--- src/rtl/bitbang_host_if.sv ---
// Host-side bit-bang link for the miner.
// Deserialises 512-bit work frames (midstate, then data) from RxD/RxC/RxTxR.
// Queues golden nonces from the core and serialises them, LSB byte first,
// over TxD. Each transmitted byte is preceded by a marker bit, one bit per TxC edge.
module bitbang_host_if #(
  parameter int FIFO_DEPTH  = 4,
  parameter int SYNC_STAGES = 2
) (
  input  logic                          clk,
  input  logic                          reset,
  input  logic                          RxD,
  input  logic                          RxC,
  input  logic                          RxTxR,
  input  logic                          TxC,
  output logic                          TxD,
  output logic [255:0]                  midstate,
  output logic [255:0]                  data,
  output logic                          work_valid,
  output logic                          frame_err,
  input  logic [31:0]                   nonce_in,
  input  logic                          nonce_valid,
  output logic [$clog2(FIFO_DEPTH):0]   fifo_count,
  output logic [7:0]                    drop_count
);

  localparam int AW = $clog2(FIFO_DEPTH);
  localparam int CW = AW + 1;

  typedef enum logic [0:0] {
    TX_IDLE = 1'b0,
    TX_BITS = 1'b1
  } tx_state_t;

  // ---------------------------------------------------------------------------
  // Input synchronisers and rising-edge detection
  // Bit order in the packed vectors: {TxC, RxTxR, RxC, RxD}.
  // ---------------------------------------------------------------------------
  logic [3:0] pins_s;
  logic [3:0] sync_r [SYNC_STAGES];
  logic [3:0] dly_r;
  logic [2:0] rise_r;
  logic       rxd_s;
  logic       rxc_rise_s;
  logic       rxtxr_rise_s;
  logic       txc_rise_s;

  assign pins_s       = {TxC, RxTxR, RxC, RxD};
  assign rxd_s        = dly_r[0];
  assign rxc_rise_s   = rise_r[0];
  assign rxtxr_rise_s = rise_r[1];
  assign txc_rise_s   = rise_r[2];

  // Synchronise host pins, delay RxD to stay aligned with the RxC edge pulse.
  always_ff @(posedge clk or posedge reset) begin
    if (reset) begin
      for (int i = 0; i < SYNC_STAGES; i++) begin
        sync_r[i] <= 4'd0;
      end
      dly_r  <= 4'd0;
      rise_r <= 3'd0;
    end else begin
      sync_r[0] <= pins_s;
      for (int i = 1; i < SYNC_STAGES; i++) begin
        sync_r[i] <= sync_r[i-1];
      end
      dly_r  <= sync_r[SYNC_STAGES-1];
      rise_r <= sync_r[SYNC_STAGES-1][3:1] & ~dly_r[3:1];
    end
  end

  // ---------------------------------------------------------------------------
  // Receive path
  // ---------------------------------------------------------------------------
  logic [7:0]   byte_r;
  logic [7:0]   byte_s;
  logic [9:0]   bit_cnt_r;
  logic [511:0] sr_r;

  assign byte_s = {rxd_s, byte_r[7:1]};

  // Shift in RxC bits, assemble bytes, and commit or reject the frame on RxTxR.
  always_ff @(posedge clk or posedge reset) begin
    if (reset) begin
      byte_r     <= 8'd0;
      bit_cnt_r  <= 10'd0;
      sr_r       <= 512'd0;
      midstate   <= 256'd0;
      data       <= 256'd0;
      work_valid <= 1'b0;
      frame_err  <= 1'b0;
    end else begin
      work_valid <= 1'b0;
      frame_err  <= 1'b0;
      if (rxtxr_rise_s) begin
        // A coincident RxC bit is dropped: the frame strobe takes priority.
        if (bit_cnt_r == 10'd512) begin
          midstate   <= sr_r[511:256];
          data       <= sr_r[255:0];
          work_valid <= 1'b1;
        end else if (bit_cnt_r != 10'd0) begin
          frame_err <= 1'b1;
        end
        bit_cnt_r <= 10'd0;
        byte_r    <= 8'd0;
      end else if (rxc_rise_s) begin
        byte_r <= byte_s;
        if (bit_cnt_r != 10'd513) begin
          bit_cnt_r <= bit_cnt_r + 10'd1;
        end
        // Once the counter passes 512 the frame is doomed, so stop shifting.
        if ((bit_cnt_r[2:0] == 3'd7) && (bit_cnt_r < 10'd512)) begin
          sr_r <= {sr_r[503:0], byte_s};
        end
      end
    end
  end

  // ---------------------------------------------------------------------------
  // Golden-nonce FIFO
  // ---------------------------------------------------------------------------
  logic [31:0]   mem_r [FIFO_DEPTH];
  logic [AW-1:0] wr_ptr_r;
  logic [AW-1:0] rd_ptr_r;
  logic [CW-1:0] count_r;
  logic          full_s;
  logic          empty_s;
  logic          push_ok_s;
  logic          pop_s;
  logic [31:0]   head_s;

  assign full_s     = (count_r == CW'(FIFO_DEPTH));
  assign empty_s    = (count_r == CW'(0));
  // When full, a push is still taken if the head leaves in the same cycle.
  assign push_ok_s  = nonce_valid && (!full_s || pop_s);
  assign head_s     = mem_r[rd_ptr_r];
  assign fifo_count = count_r;

  // Nonce storage; contents are qualified by the pointers, so no reset needed.
  always_ff @(posedge clk) begin
    if (push_ok_s) begin
      mem_r[wr_ptr_r] <= nonce_in;
    end
  end

  // FIFO pointers, occupancy and saturating drop counter.
  always_ff @(posedge clk or posedge reset) begin
    if (reset) begin
      wr_ptr_r   <= '0;
      rd_ptr_r   <= '0;
      count_r    <= '0;
      drop_count <= 8'd0;
    end else begin
      if (push_ok_s) begin
        wr_ptr_r <= wr_ptr_r + AW'(1);
      end
      if (pop_s) begin
        rd_ptr_r <= rd_ptr_r + AW'(1);
      end
      case ({push_ok_s, pop_s})
        2'b10:   count_r <= count_r + CW'(1);
        2'b01:   count_r <= count_r - CW'(1);
        default: count_r <= count_r;
      endcase
      if (nonce_valid && !push_ok_s && (drop_count != 8'd255)) begin
        drop_count <= drop_count + 8'd1;
      end
    end
  end

  // ---------------------------------------------------------------------------
  // Transmit FSM
  // ---------------------------------------------------------------------------
  tx_state_t state_r;
  tx_state_t state_s;
  logic [2:0] bit_idx_r;
  logic [2:0] bit_idx_s;
  logic [1:0] byte_idx_r;
  logic [1:0] byte_idx_s;
  logic       txd_r;
  logic       txd_s;

  assign TxD = txd_r;

  // Transmit state register.
  always_ff @(posedge clk or posedge reset) begin
    if (reset) begin
      state_r    <= TX_IDLE;
      bit_idx_r  <= 3'd0;
      byte_idx_r <= 2'd0;
      txd_r      <= 1'b0;
    end else begin
      state_r    <= state_s;
      bit_idx_r  <= bit_idx_s;
      byte_idx_r <= byte_idx_s;
      txd_r      <= txd_s;
    end
  end

  // Next-state logic: marker, then 8 data bits per byte; RxTxR aborts to byte 0.
  always_comb begin
    state_s    = state_r;
    bit_idx_s  = bit_idx_r;
    byte_idx_s = byte_idx_r;
    txd_s      = txd_r;
    pop_s      = 1'b0;
    if (rxtxr_rise_s) begin
      state_s    = TX_IDLE;
      bit_idx_s  = 3'd0;
      byte_idx_s = 2'd0;
      txd_s      = 1'b0;
    end else if (txc_rise_s) begin
      case (state_r)
        TX_IDLE: begin
          if (!empty_s) begin
            txd_s     = 1'b1;
            state_s   = TX_BITS;
            bit_idx_s = 3'd0;
          end else begin
            txd_s = 1'b0;
          end
        end
        TX_BITS: begin
          txd_s     = head_s[{byte_idx_r, bit_idx_r}];
          bit_idx_s = bit_idx_r + 3'd1;
          if (bit_idx_r == 3'd7) begin
            state_s = TX_IDLE;
            // byte_idx wraps from 3 back to 0 as the head is retired.
            byte_idx_s = byte_idx_r + 2'd1;
            if (byte_idx_r == 2'd3) begin
              pop_s = 1'b1;
            end else begin
              pop_s = 1'b0;
            end
          end else begin
            state_s = TX_BITS;
          end
        end
        default: begin
          state_s    = TX_IDLE;
          bit_idx_s  = 3'd0;
          byte_idx_s = 2'd0;
          txd_s      = 1'b0;
        end
      endcase
    end else begin
      state_s = state_r;
    end
  end

endmodule

--- config.mk ---
export PLATFORM = sky130hd
export DESIGN_NAME = bitbang_host_if
export DESIGN_NICKNAME = d
export VERILOG_FILES = /design/src/rtl/bitbang_host_if.sv
export SDC_FILE = /design/constraint.sdc
export NUM_CORES = 2
export LEC_CHECK = 0
export CAP_MARGIN = 20
export CORE_MARGIN = 1
export CORE_UTILIZATION = 55
export DETAILED_ROUTE_END_ITERATION = 10
export GPL_ROUTABILITY_DRIVEN = 0
export PLACE_DENSITY_LB_ADDON = 0.2
export SYNTH_ARGS = -nofsm -noshare
export SYNTH_HDL_FRONTEND = slang
export SYNTH_SLANG_ARGS = --single-unit
--- constraint.sdc ---
create_clock -name clk -period 83.1 [get_ports clk]
set_input_delay 12.465 -clock clk [delete_from_list [all_inputs] [get_ports clk]]
set_output_delay 12.465 -clock clk [all_outputs]
set_load 0.03 [all_outputs]
==> impl_metrics.csv <==
group,metric,value,unit
cells_and_area,stdcell_area,56100,sq um
timing,fin_crit,16.05,ns
setup_path,crit_cells,7,
timing,setup_viol,0,
clock_network,cts_tree,"built",
timing,finClkSkew,0.0218,ns
placed_design,placed_cells,5177,
global_routing,met2_usage,39.3,%
logic_synthesis,ys_seq_elements,1208,
timing,tns,0,ns
routing,final_antenna_net_count,0,
clock_network,clock_path_buffers,3,
routing,vias,28300,
floorplan,num_io_pins,565,
global_routing,grt_pass1_wl,164000,um
clock_network,clock_sinks,1208,
setup_path,r2r_setup_slack,78.47,ns
global_routing,grt_usage,24.7,%
setup_path,worstPathMaxFanout,140,
setup_path,cp_data_required_time,83.83,ns
logic_synthesis,synth_xor_area_share,0.364,%
setup_path,endpoint_kind,"asynchronous set/reset pin",
clock_network,cts_resized,0,
placed_design,pre_cts_slack,65.92,ns
timing,hold_viol_final,0,
global_routing,antenna_found_initial,0,
clock_network,hold_buffers,0,
global_routing,grt_most_used_layer,"met2",
setup_path,path_buf_inv,7,
routing,routed_wl,104000,um
global_routing,use_met1,33.9,%
floorplan,die_w,290,um
logic_synthesis,synth_mux_area_share,14.4,%
clock_network,numCtsBuffers,119,
timing,rsz0062_at_grt,"no",
timing,max-slew-margin-rel,-0.235,%
global_routing,met3_usage,4.10,%
hold_path,min_path_type,"reg -> reg",
global_routing,overflow,0,
setup_path,path_class,"in -> async",
setup_path,crit_family,"buffers and inverters",
cells_and_area,drive_above_1_share,18.0,%
setup_path,rr_startpoint,"bit_cnt_r[5]",
power_and_ir_drop,power_density,22.1,nW/um^2
floorplan,die_h,290,um
job,cap_violations,0,
timing,fmax,0.0623,GHz
floorplan,core_area,82100,sq um
floorplan,dieArea,84300,sq um
routing,post_drt_wl_per_cell,19.2,um
clock_network,cts_max_level,3,
power_and_ir_drop,ir_drop,26.7,uV
logic_synthesis,syn_inst,3703,
global_routing,grt_pass1_vias,28300,
timing,holdWs,0.348,ns
timing,worst_slack,67.05,ns
timing,slew_viol_final,16,
clock_network,cts_root_buf,"clkbuf_16",
logic_synthesis,syn_area_per_cell,12.3,sq um
setup_path,reg2regPathDepth,9,
placed_design,portBuffers,564,
setup_path,worst_path_most_repeated_cell,"buf_4",
routing,dr.pass1.iters,5,
routing,drtIter0Drc,1991,
setup_path,critPathLaunch,"reset",
cells_and_area,final_cell_mix,"nand2_1, dfrtp_1, clkdlybuf4s50_1",
logic_synthesis,synth-seq-area-share,67.5,%
cells_and_area,diodes,0,
setup_path,cp_slowest_cell,"buf_4",
cells_and_area,syn_to_final_growth,22.7,%
placed_design,dp_hpwl,66500,um
logic_synthesis,synth_top_family_by_area,"multiplexers",
clock_network,clk_pin_slew,0.06,ns
logic_synthesis,synth-simple-area-share,13.8,%
cells_and_area,final_common_cell,"nand2_1",
outcome,status,"finished with violations",
cells_and_area,nets,4282,
timing,final.period_utilization,19.3,%
setup_path,worstPathCellList,"clkdlybuf4s50_1 -> inv_8 -> buf_4 -> buf_4 -> buf_4 -> buf_16 -> buf_4",
cells_and_area,fin_cells,5406,
floorplan,initial_core_util,55.7,%
power_and_ir_drop,power_leakage,28.0,nW
logic_synthesis,synthDistinctLibCells,42,
logic_synthesis,synth-compound-area-share,0.706,%
placed_design,placed_area,51700,sq um
setup_path,startpoint_type,"input port",
cells_and_area,num-fill-cells,5883,
timing,worst_pin_slew,1.50,ns
logic_synthesis,yosysWarnings,0,
logic_synthesis,synth_area,45700,sq um
setup_path,cp.arrival,16.78,ns
setup_path,cpPeakStageDelay,0.80,ns
logic_synthesis,syn-num-nets,3755,
clock_network,clock_latency,0.68,ns
clock_network,post-cts-setup-buffers,0,
outcome,violations,"slew limit",
routing,drc,0,
setup_path,crit_path_end,"sr_r[423]",
global_routing,grt_max_degree,339,
logic_synthesis,synth_adder_area_share,0.372,%
floorplan,num_rows,105,
setup_path,regToRegEndpoint,"data[172]",
routing,via_per_inst,5.24,
==> layer usage <==
metal | share of wire (%) | vias up | routed length, um
met2 | 48 | 656 | 50000
met3 | 4.5 | 203 | 4670
met4 | 4.4 | 0 | 4580
met5 | 0 | - | 0
li1 | - | 13200 | -
met1 | 43 | 14300 | 44500
==> stage by stage <==
step / total power (W) / util (%)
2_1_floorplan: 0.000660 / -
3_3_place_gp: 0.000675 / 63.0
3_5_place_dp: 0.000676 / 63.0
4_1_cts: 0.00125 / 68.3
5_1_grt: 0.00128 / 68.3
6_report: 0.00124 / 68.3
==> how the worst min path moves through the flow <==
stage,from,to,slack (ns),depth (start not counted)
global placement,sync_r[6],sync_r[2],0.33,0
detailed placement,sync_r[4],sync_r[0],0.33,0
finish,sync_r[7],sync_r[3],0.35,0
global route,sync_r[4],sync_r[0],0.35,0
floorplan,sync_r[0],dly_r[0],0.33,0
CTS,sync_r[4],sync_r[0],0.35,0
==> layout make-up <==
cell class	count	area [sq um]	area share, %
multi-input cells	2292	13600	24.2
repair buffers	597	5950	10.6
well taps	1070	1340	2.39
clock inverters	53	737	1.31
inverters	12	78.8	0.141
flip-flops and latches	1208	30900	55.0
clock buffers	174	3570	6.36
==> flip-flops by register name (all words and copies together), names as in the netlist, 3 cells and up <==
| register | flops |
|---|---|
| midstate | 256 |
| rise_r | 3 |
| sync_r | 8 |
| bit_idx_r | 3 |
| bit_cnt_r | 10 |
| byte_r | 7 |
| mem_r | 128 |
| drop_count | 8 |
| sr_r | 512 |
| fifo_count | 3 |
| dly_r | 4 |
| data | 256 |
==> synthesized netlist by cell type (all sizes together) <==
master,n,area (sq um)
a2111oi,1,8.76
a21oi,7,35.0
a22oi,17,128
a2bb2oi,1,8.76
a311oi,5,43.8
a31oi,2,12.5
a32oi,2,17.5
and2,6,37.5
and3,4,25.0
buf,166,1150
clkbuf,25,93.8
clkinv,1,8.76
dfrtp,1080,27000
edfxtp,128,3840
fa,1,20.0
ha,12,150
inv,11,41.3
mux2,520,5860
mux2i,44,440
mux4,13,293
nand2,1554,5830
nand2b,2,12.5
nand3,14,70.1
nand3b,1,7.51
nand4,12,75.1
nand4b,3,26.3
nor2,25,93.8
nor2b,6,37.5
nor4,3,25.0
nor4bb,1,10.0
o2111ai,2,17.5
o211ai,1,7.51
o21a,1,7.51
o21ai,6,30.0
o22ai,1,6.26
or3,5,31.3
or4,1,7.51
xnor2,13,114
xor2,6,52.6
==> cell families (layout without fill, tap and decap cells) <==
group	Yosys count	count (layout)
buffers and inverters	203	836
DFF	1208	1208
xor gates and xnor gates	19	19
AOI/OAI and AO/OA	46	46
muxes	577	577
and+or+nand+nor	1637	1637
adders and majority gates	13	13
==> power breakdown <==
part / internal, W / switching (W)
clock: 0.000348 / 0.000228
sequential: 0.000614 / 0.00000631
combinational: 0.0000132 / 0.0000304
total: 0.000975 / 0.000265
No activity file was read; power rests on OpenSTA's default activity.
